==> src/rtl/encap_sequencer.sv <==
// Top-level control sequencer for Classic McEliece encapsulation: buffers the session
// seed, runs error generation, encryption and hashing in order, and shares one SHAKE core.
module encap_sequencer #(
  parameter int parameter_set = 1,
  parameter int n             = 3488,
  parameter int m             = 12,
  parameter int t             = 64,
  parameter int col_width     = 64,
  parameter int SEED_WORDS    = 16
) (
  input  logic        clk,
  input  logic        rst,
  input  logic        seed_valid,
  input  logic [31:0] seed,
  input  logic [3:0]  seed_rd_addr,
  output logic [31:0] seed_rd_data,
  output logic        err_start,
  output logic        enc_start,
  output logic        hash_start,
  input  logic        err_done,
  input  logic        enc_done,
  input  logic        hash_done,
  input  logic        err_din_valid,
  input  logic [31:0] err_din,
  input  logic        err_dout_ready,
  output logic        err_din_ready,
  output logic        err_dout_valid,
  output logic [31:0] err_dout,
  input  logic        hash_din_valid,
  input  logic [31:0] hash_din,
  input  logic        hash_dout_ready,
  output logic        hash_din_ready,
  output logic        hash_dout_valid,
  output logic [31:0] hash_dout,
  output logic        din_valid_shake_enc,
  output logic [31:0] din_shake_enc,
  output logic        dout_ready_shake_enc,
  input  logic        din_ready_shake,
  input  logic        dout_valid_shake,
  input  logic [31:0] dout_shake,
  output logic        force_done_shake,
  output logic        done_error,
  output logic        done_encrypt,
  output logic        done
);

  localparam int exp_n = (parameter_set == 1) ? 3488 : (parameter_set == 2) ? 4608 :
                         (parameter_set == 3) ? 6688 : (parameter_set == 4) ? 6960 : 8192;
  localparam int exp_m = (parameter_set == 1) ? 12 : 13;
  localparam int exp_t = (parameter_set == 1) ? 64 : (parameter_set == 2) ? 96 :
                         (parameter_set == 3) ? 128 : (parameter_set == 4) ? 119 : 128;

  // The code parameters only matter to the sub-units; catch an inconsistent set at elaboration.
  generate
    if (parameter_set < 1 || parameter_set > 5 || n != exp_n || m != exp_m || t != exp_t ||
        col_width < 32 || (col_width % 32) != 0 || SEED_WORDS != 16) begin : g_bad_params
      $error("encap_sequencer: inconsistent parameter set");
    end
  endgenerate

  typedef enum logic [2:0] {
    ST_IDLE,
    ST_FW,
    ST_ENC,
    ST_HASH,
    ST_DONE
  } state_t;

  state_t      state, state_next;
  logic        first;
  logic [3:0]  cnt;
  logic [31:0] seed_buf [SEED_WORDS];
  logic        load_we;
  logic [3:0]  wr_addr;
  logic        fw_exit, hash_exit;

  assign load_we   = seed_valid && (state == ST_IDLE || state == ST_DONE);
  assign wr_addr   = (state == ST_DONE) ? 4'd0 : cnt;
  assign fw_exit   = (state == ST_FW)   && (state_next == ST_ENC);
  assign hash_exit = (state == ST_HASH) && (state_next == ST_DONE);

  // A done input coinciding with its own start pulse is stale and must not advance the phase.
  always_comb begin
    state_next = state;
    case (state)
      ST_IDLE: if (seed_valid && cnt == 4'(SEED_WORDS - 1)) state_next = ST_FW;
      ST_FW:   if (err_done && !first)  state_next = ST_ENC;
      ST_ENC:  if (enc_done && !first)  state_next = ST_HASH;
      ST_HASH: if (hash_done && !first) state_next = ST_DONE;
      ST_DONE: if (seed_valid)          state_next = ST_IDLE;
      default: state_next = ST_IDLE;
    endcase
  end

  // NOTE: sequential state uses non-blocking assignments so every register samples pre-edge values.
  always_ff @(posedge clk or negedge rst) begin
    if (!rst) begin
      state            <= ST_IDLE;
      first            <= 1'b0;
      cnt              <= 4'd0;
      force_done_shake <= 1'b0;
      done_error       <= 1'b0;
      done_encrypt     <= 1'b0;
      done             <= 1'b0;
    end else begin
      state            <= state_next;
      first            <= (state_next != state);
      force_done_shake <= fw_exit || hash_exit;
      if (state == ST_IDLE && seed_valid) cnt <= cnt + 4'd1;
      else if (state == ST_DONE && seed_valid) cnt <= 4'd1;
      if (state == ST_DONE && seed_valid) begin
        done_error   <= 1'b0;
        done_encrypt <= 1'b0;
        done         <= 1'b0;
      end else begin
        if (fw_exit) done_error <= 1'b1;
        if (state == ST_ENC && state_next == ST_HASH) done_encrypt <= 1'b1;
        if (hash_exit) done <= 1'b1;
      end
    end
  end

  // NOTE: the seed buffer has no reset; its contents are always rewritten before being read.
  always_ff @(posedge clk) begin
    if (load_we) seed_buf[wr_addr] <= seed;
  end

  assign seed_rd_data = seed_buf[seed_rd_addr];
  assign err_start    = (state == ST_FW)   && first;
  assign enc_start    = (state == ST_ENC)  && first;
  assign hash_start   = (state == ST_HASH) && first;

  // NOTE: every combinational output gets a default first so no latch is inferred.
  always_comb begin
    din_valid_shake_enc  = 1'b0;
    din_shake_enc        = 32'd0;
    dout_ready_shake_enc = 1'b0;
    err_din_ready        = 1'b0;
    err_dout_valid       = 1'b0;
    err_dout             = 32'd0;
    hash_din_ready       = 1'b0;
    hash_dout_valid      = 1'b0;
    hash_dout            = 32'd0;
    case (state)
      ST_FW: begin
        din_valid_shake_enc  = err_din_valid;
        din_shake_enc        = err_din;
        dout_ready_shake_enc = err_dout_ready;
        err_din_ready        = din_ready_shake;
        err_dout_valid       = dout_valid_shake;
        err_dout             = dout_shake;
      end
      ST_HASH: begin
        din_valid_shake_enc  = hash_din_valid;
        din_shake_enc        = hash_din;
        dout_ready_shake_enc = hash_dout_ready;
        hash_din_ready       = din_ready_shake;
        hash_dout_valid      = dout_valid_shake;
        hash_dout            = dout_shake;
      end
      default: ;
    endcase
  end

endmodule

==> config.mk <==
export PLATFORM = sky130hd
export DESIGN_NAME = encap_sequencer
export DESIGN_NICKNAME = d
export VERILOG_FILES = /design/src/rtl/encap_sequencer.sv
export SDC_FILE = /design/constraint.sdc
export NUM_CORES = 1
export LEC_CHECK = 0
export BUFFER_PORTS_ARGS = -buffer_cell sky130_fd_sc_hd__buf_2
export CORE_ASPECT_RATIO = 1.1
export CORE_UTILIZATION = 45
export DETAILED_ROUTE_END_ITERATION = 8
export GPL_TIMING_DRIVEN = 1
export PLACE_DENSITY_LB_ADDON = 0.12
export SLEW_MARGIN = 20
export SYNTH_ARGS = -nofsm -noshare
export SYNTH_HDL_FRONTEND = slang
export SYNTH_SLANG_ARGS = --single-unit
export TNS_END_PERCENT = 50
==> constraint.sdc <==
create_clock -name clk -period 6.71 [get_ports clk]
set_input_delay 1.342 -clock clk [delete_from_list [all_inputs] [get_ports clk]]
set_output_delay 1.342 -clock clk [all_outputs]
set_load 0.02 [all_outputs]
# Yosys cells after proc, flatten, opt, wreduce, memory -nomap -nowiden

Memories as Yosys holds them, arrays and structs flattened.
Cells that the tools add are included.

Add/sub/neg operators: 1
Reduce and logical (&&, ||, !) cells: 21
Equal/unequal tests: 9
Multiplexer cells: 26

Operators with widths:

| cell                                                 | number |
|---|---|
| two-way mux 32 bit                                   | 2 |
| case mux 32 bit (2 select lines)                     | 1 |
| two-way mux 3 bit                                    | 5 |
| case mux 3 bit (5 select lines)                      | 1 |
| logical AND 1 bit                                    | 13 |
| equality test 3 x 2 -> 1 bit (second input constant) | 4 |
| two-way mux 1 bit                                    | 12 |
| two-way mux 4 bit                                    | 3 |
| nonzero test 2 bit                                   | 4 |
| equality test 3 bit (second input constant)          | 2 |
| adder 4 x 1 -> 4 bit (second input constant)         | 1 |
| equality test 4 bit (second input constant)          | 1 |
| case mux 1 bit (2 select lines)                      | 2 |
| equality test 3 x 1 -> 1 bit (second input constant) | 1 |
| logical NOT 3 bit                                    | 1 |
| inequality test 3 bit                                | 1 |
| logical OR 1 bit                                     | 2 |
| logical NOT 1 bit                                    | 1 |

Input bits: 144
Output and inout port bits: 141
Bits in writable memories: 512
Register bits after elaboration: 12
Memories kept: 1

Memories:

| name     | depth | bits a word | rd ports | clocked after memory_dff | wr ports | RTL line | source |
|---|---|---|---|---|---|---|---|
| seed_buf | 16    | 32          | 1        | 0                        | 1        | 72       | `logic [31:0] seed_buf [SEED_WORDS];` |

# Longest topological paths before layout

Depth after elaboration: 8
Gate-level depth with buffers: 8

# Worst setup path before layout

OpenSTA, ideal clock, no wires.

Path type: input port to output port
Start point: input port seed_rd_addr[0]
End point: output port seed_rd_data[10]
Buffers on the path: 2
Setup slack: 2748 ps
Data arrival time: 2620 ps
Cell stages on the path: 5
Path through: buf_2 buf_2 mux4_2 a22oi_1 nand2_1

Word-level cells in the longest chain between the ends: 1

RTL lines:

| element                   | RTL line | source |
|---|---|---|
| start, declared           | 15       | `input logic [3:0] seed_rd_addr,` |
| memory read (16 x 32 bit) | -        |  |
| end, declared             | 16       | `output logic [31:0] seed_rd_data,` |

No other way between the ends.

# Final worst setup path

Start point: input port seed_rd_addr[0]
End point: output port seed_rd_data[9]

Same word-level chain as after synthesis.

==> flow_summary_export.csv <==
group,metric,value,unit
clock_tree,cts_tree,"built",
sta,period_minus_slack,4.841,ns
route,wire_per_inst,27.78,um
yosys,synth_compound_area_frac,0.04322,
clock_tree,hold_buffers,0,
yosys,synth-adder-area-share,0.0006054,
die,coreArea,0.04545,mm2
placed_design,portBuffers,284,
route,ant_nets,0,
yosys,synth_top_family_by_area,"multiplexers",
pwr,power_density,331.5,mW/mm2
yosys,synth_fp_nets,1147,
run,cap_viol_max_count,0,
yosys,synth-simple-area-share,0.04147,
placed_design,place_area,0.02291,mm2
critical_path,cp.required,5.37,ns
finish,fin_area,0.02464,mm2
grt,track_usage,0.2339,
yosys,synth-seq-cells,524,
sta,fin_crit_sh,0.7215,
clock_tree,path_clk_slew,0.06,ns
critical_path,crit_arrival,3.50,ns
die,die-area,0.04679,mm2
critical_path,path_class,"in -> out",
placed_design,dp_cells,1835,
sta,skew,0.01228,ns
sta,slew_viol_final,0,
finish,post_route_cells_drive_above_1_share,0.4004,
route,post_drt_via_cell_ratio,5.760,
placed_design,place_congestion,0.9459,
critical_path,rrSetupSlack,3.41,ns
clock_tree,cts.sinks,524,
grt,antenna_found_initial,8,
clock_tree,clock_latency,0.57,ns
sta,fin_setup_tns,0,ns
die,pin_count,285,
route,dr.first_iter.drc_count,853,
route,drt_pass1_iterations,7,
grt,grt_pass1_vias,11229,
sta,rsz0062_at_grt,"false",
die,start_util,0.4547,
sta,tightestPinTransition,1.041,ns
finish,instances_no_fill,1937,
run_status,violations,"design-rule violations",
pwr,leakagePower,8.704,nW
route,dr_total_vias,11158,
critical_path,r2r_end,"seed_buf[14][8]",
placed_design,pre_cts_ws,1.825,ns
yosys,syn-cell-area,0.02067,mm2
clock_tree,clockBufferDepth,3,
route,drt-total-wl,53.80,mm
route,route.detailed.drc,20,
yosys,yosys_warnings,0,
sta,hold_viol,0,
finish,multiInputGateArea,0.004818,mm2
yosys,avgSynthCellArea,20.63,um2
critical_path,endpoint_kind,"primary output",
hold_path,min_path_type,"reg -> reg",
die,rows,82,
critical_path,ff2ff_path_depth,5,
run_status,status,"complete, but fails checks",
critical_path,cp_max_fo,49,
grt,grt.overflow.total,0,
finish,nNetsFinal,1446,
finish,area_delta_synth_final,19.23,%
critical_path,r2r-start,"state[1]",
yosys,muxShareOfSynthArea,0.1404,
critical_path,cp-start-kind,"primary input",
clock_tree,cts-root-buf,"clkbuf_16",
hold_path,whs_path_depth,2,
placed_design,dp_hpwl,31.48,mm
yosys,postSynthCellCount,1002,
sta,worst_slack,1.869,ns
hold_path,min_from,"done_encrypt",
die,die_w,206.3,um
clock_tree,cts_htree_levels,2,
finish,ff_latch_area,0.01568,mm2
grt,grt_start_max_net_pins,73,
finish,nFillCells,3568,
sta,max-slew-margin-rel,0.3027,
pwr,vdd_ir_drop_max,0.1675,mV
hold_path,holdPathEnd,"done_encrypt",
yosys,ys_seq_area_frac,0.7584,
die,fp.dieH,226.8,um
clock_tree,cts_made_buffers,51,
sta,max_freq,206.6,MHz
clock_tree,cts_setup_buffers,0,
finish,layout_commonest_cell,"edfxtp_1",
clock_tree,cts_resized,0,
yosys,synth_xor_area_frac,0,
yosys,yosysUniqueCellTypes,33,
grt,grt_pass1_wl,76.22,mm
sta,finalSetupViolations,0,
finish,final_cell_mix,"edfxtp_1, buf_2, mux4_2",
==> through the flow <==
step / util / power [mW] / hold slack, ns
CTS: 0.5411 / 8.220 / 0.5450
floorplan: - / 4.790 / 0.5086
finish: 0.5422 / 8.170 / 0.5419
global route: 0.5421 / 8.452 / 0.5747
detailed placement: 0.5041 / 5.353 / 0.5225
global placement: 0.5041 / 5.341 / 0.5144
==> cell families after synthesis <==
family / count (synthesis)
flops: 524
simple gates: 160
mux: 130
compound gates: 117
buf+inv: 70
fa+ha+maj: 1
==> sequential cells by signal, indices dropped and copies added, names as in the netlist <==
register and cells:
cnt 4, done 1, done_encrypt 1, done_error 1
first 1, force_done_shake 1, seed_buf 512, state 3
==> synth_stat cells <==
| master | count | area [um2] |
|---|---|---|
| o31a_1 | 1 | 8.760 |
| o221ai_1 | 1 | 8.760 |
| or3_1 | 1 | 6.260 |
| a21oi_1 | 9 | 45.04 |
| dfrtp_1 | 12 | 300.3 |
| and3_1 | 36 | 225.2 |
| o41ai_1 | 1 | 8.760 |
| or3b_2 | 1 | 8.760 |
| nor2_1 | 24 | 90.09 |
| nor3b_2 | 1 | 12.51 |
| nand2_1 | 40 | 150.1 |
| a22o_1 | 35 | 306.5 |
| mux2i_1 | 2 | 20.02 |
| buf_2 | 10 | 50.05 |
| o21a_1 | 1 | 7.510 |
| nand3b_1 | 5 | 37.54 |
| mux4_2 | 128 | 2883 |
| nor4b_1 | 1 | 8.760 |
| and2_1 | 37 | 231.5 |
| nor3b_1 | 3 | 22.52 |
| a22oi_1 | 65 | 488.0 |
| nor3_1 | 1 | 5.000 |
| inv_1 | 2 | 7.510 |
| ha_1 | 1 | 12.51 |
| buf_4 | 14 | 105.1 |
| buf_1 | 10 | 37.54 |
| nor2b_1 | 5 | 31.28 |
| nand4_1 | 1 | 6.260 |
| edfxtp_1 | 512 | 15370 |
| nand3_1 | 3 | 15.01 |
| clkbuf_1 | 34 | 127.6 |
| nand2b_1 | 1 | 6.260 |
| o21ai_0 | 4 | 20.02 |
==> per-layer routing <==
metal / part of all wire / global-route usage / vias up
li1: - / - / 4786
met1: 0.39 / 0.3080 / 5813
met2: 0.49 / 0.3809 / 477
met3: 0.071 / 0.04542 / 82
met4: 0.040 / 0.09867 / 0
met5: 0 / 0 / -
==> where the power goes <==
part           switching [mW]  internal [mW]
Combinational           0.911          0.455
Sequential             0.0815           3.84
Clock                    1.18           1.71
Total                    2.17           6.00
==> cell type report <==
| cell class | count | share of cell area |
|---|---|---|
| diodes | 8 | 0.0008124 |
| inverters | 2 | 0.0003046 |
| flip-flops and latches | 524 | 0.6361 |
| repair buffers | 314 | 0.06910 |
| well taps | 588 | 0.02986 |
| multi-input cells | 408 | 0.1955 |
| clock inverters | 32 | 0.01325 |
| clock buffers | 61 | 0.05504 |
==> how the worst max path moves through the flow <==
| stage | from | endpoint | slack (ns) | cells after the start |
|---|---|---|---|---|
| CTS | seed_rd_addr[0] | seed_rd_data[13] | 1.82 | 6 |
| global route | seed_rd_addr[0] | seed_rd_data[17] | 1.67 | 6 |
| detailed placement | seed_rd_addr[0] | seed_rd_data[18] | 1.83 | 6 |
| finish | seed_rd_addr[0] | seed_rd_data[9] | 1.87 | 6 |
| global placement | seed_rd_addr[0] | seed_rd_data[13] | 1.81 | 6 |
| floorplan | seed_rd_addr[0] | seed_rd_data[10] | 2.75 | 5 |
==> worst max-delay path, stage by stage <==
cell and delay (ns):
clkbuf_8 0.48, buf_4 0.45, mux4_2 0.55, a22oi_1 0.24, nand2_1 0.15, buf_2 0.19
Note: power is estimated with default switching activity, not from simulation.
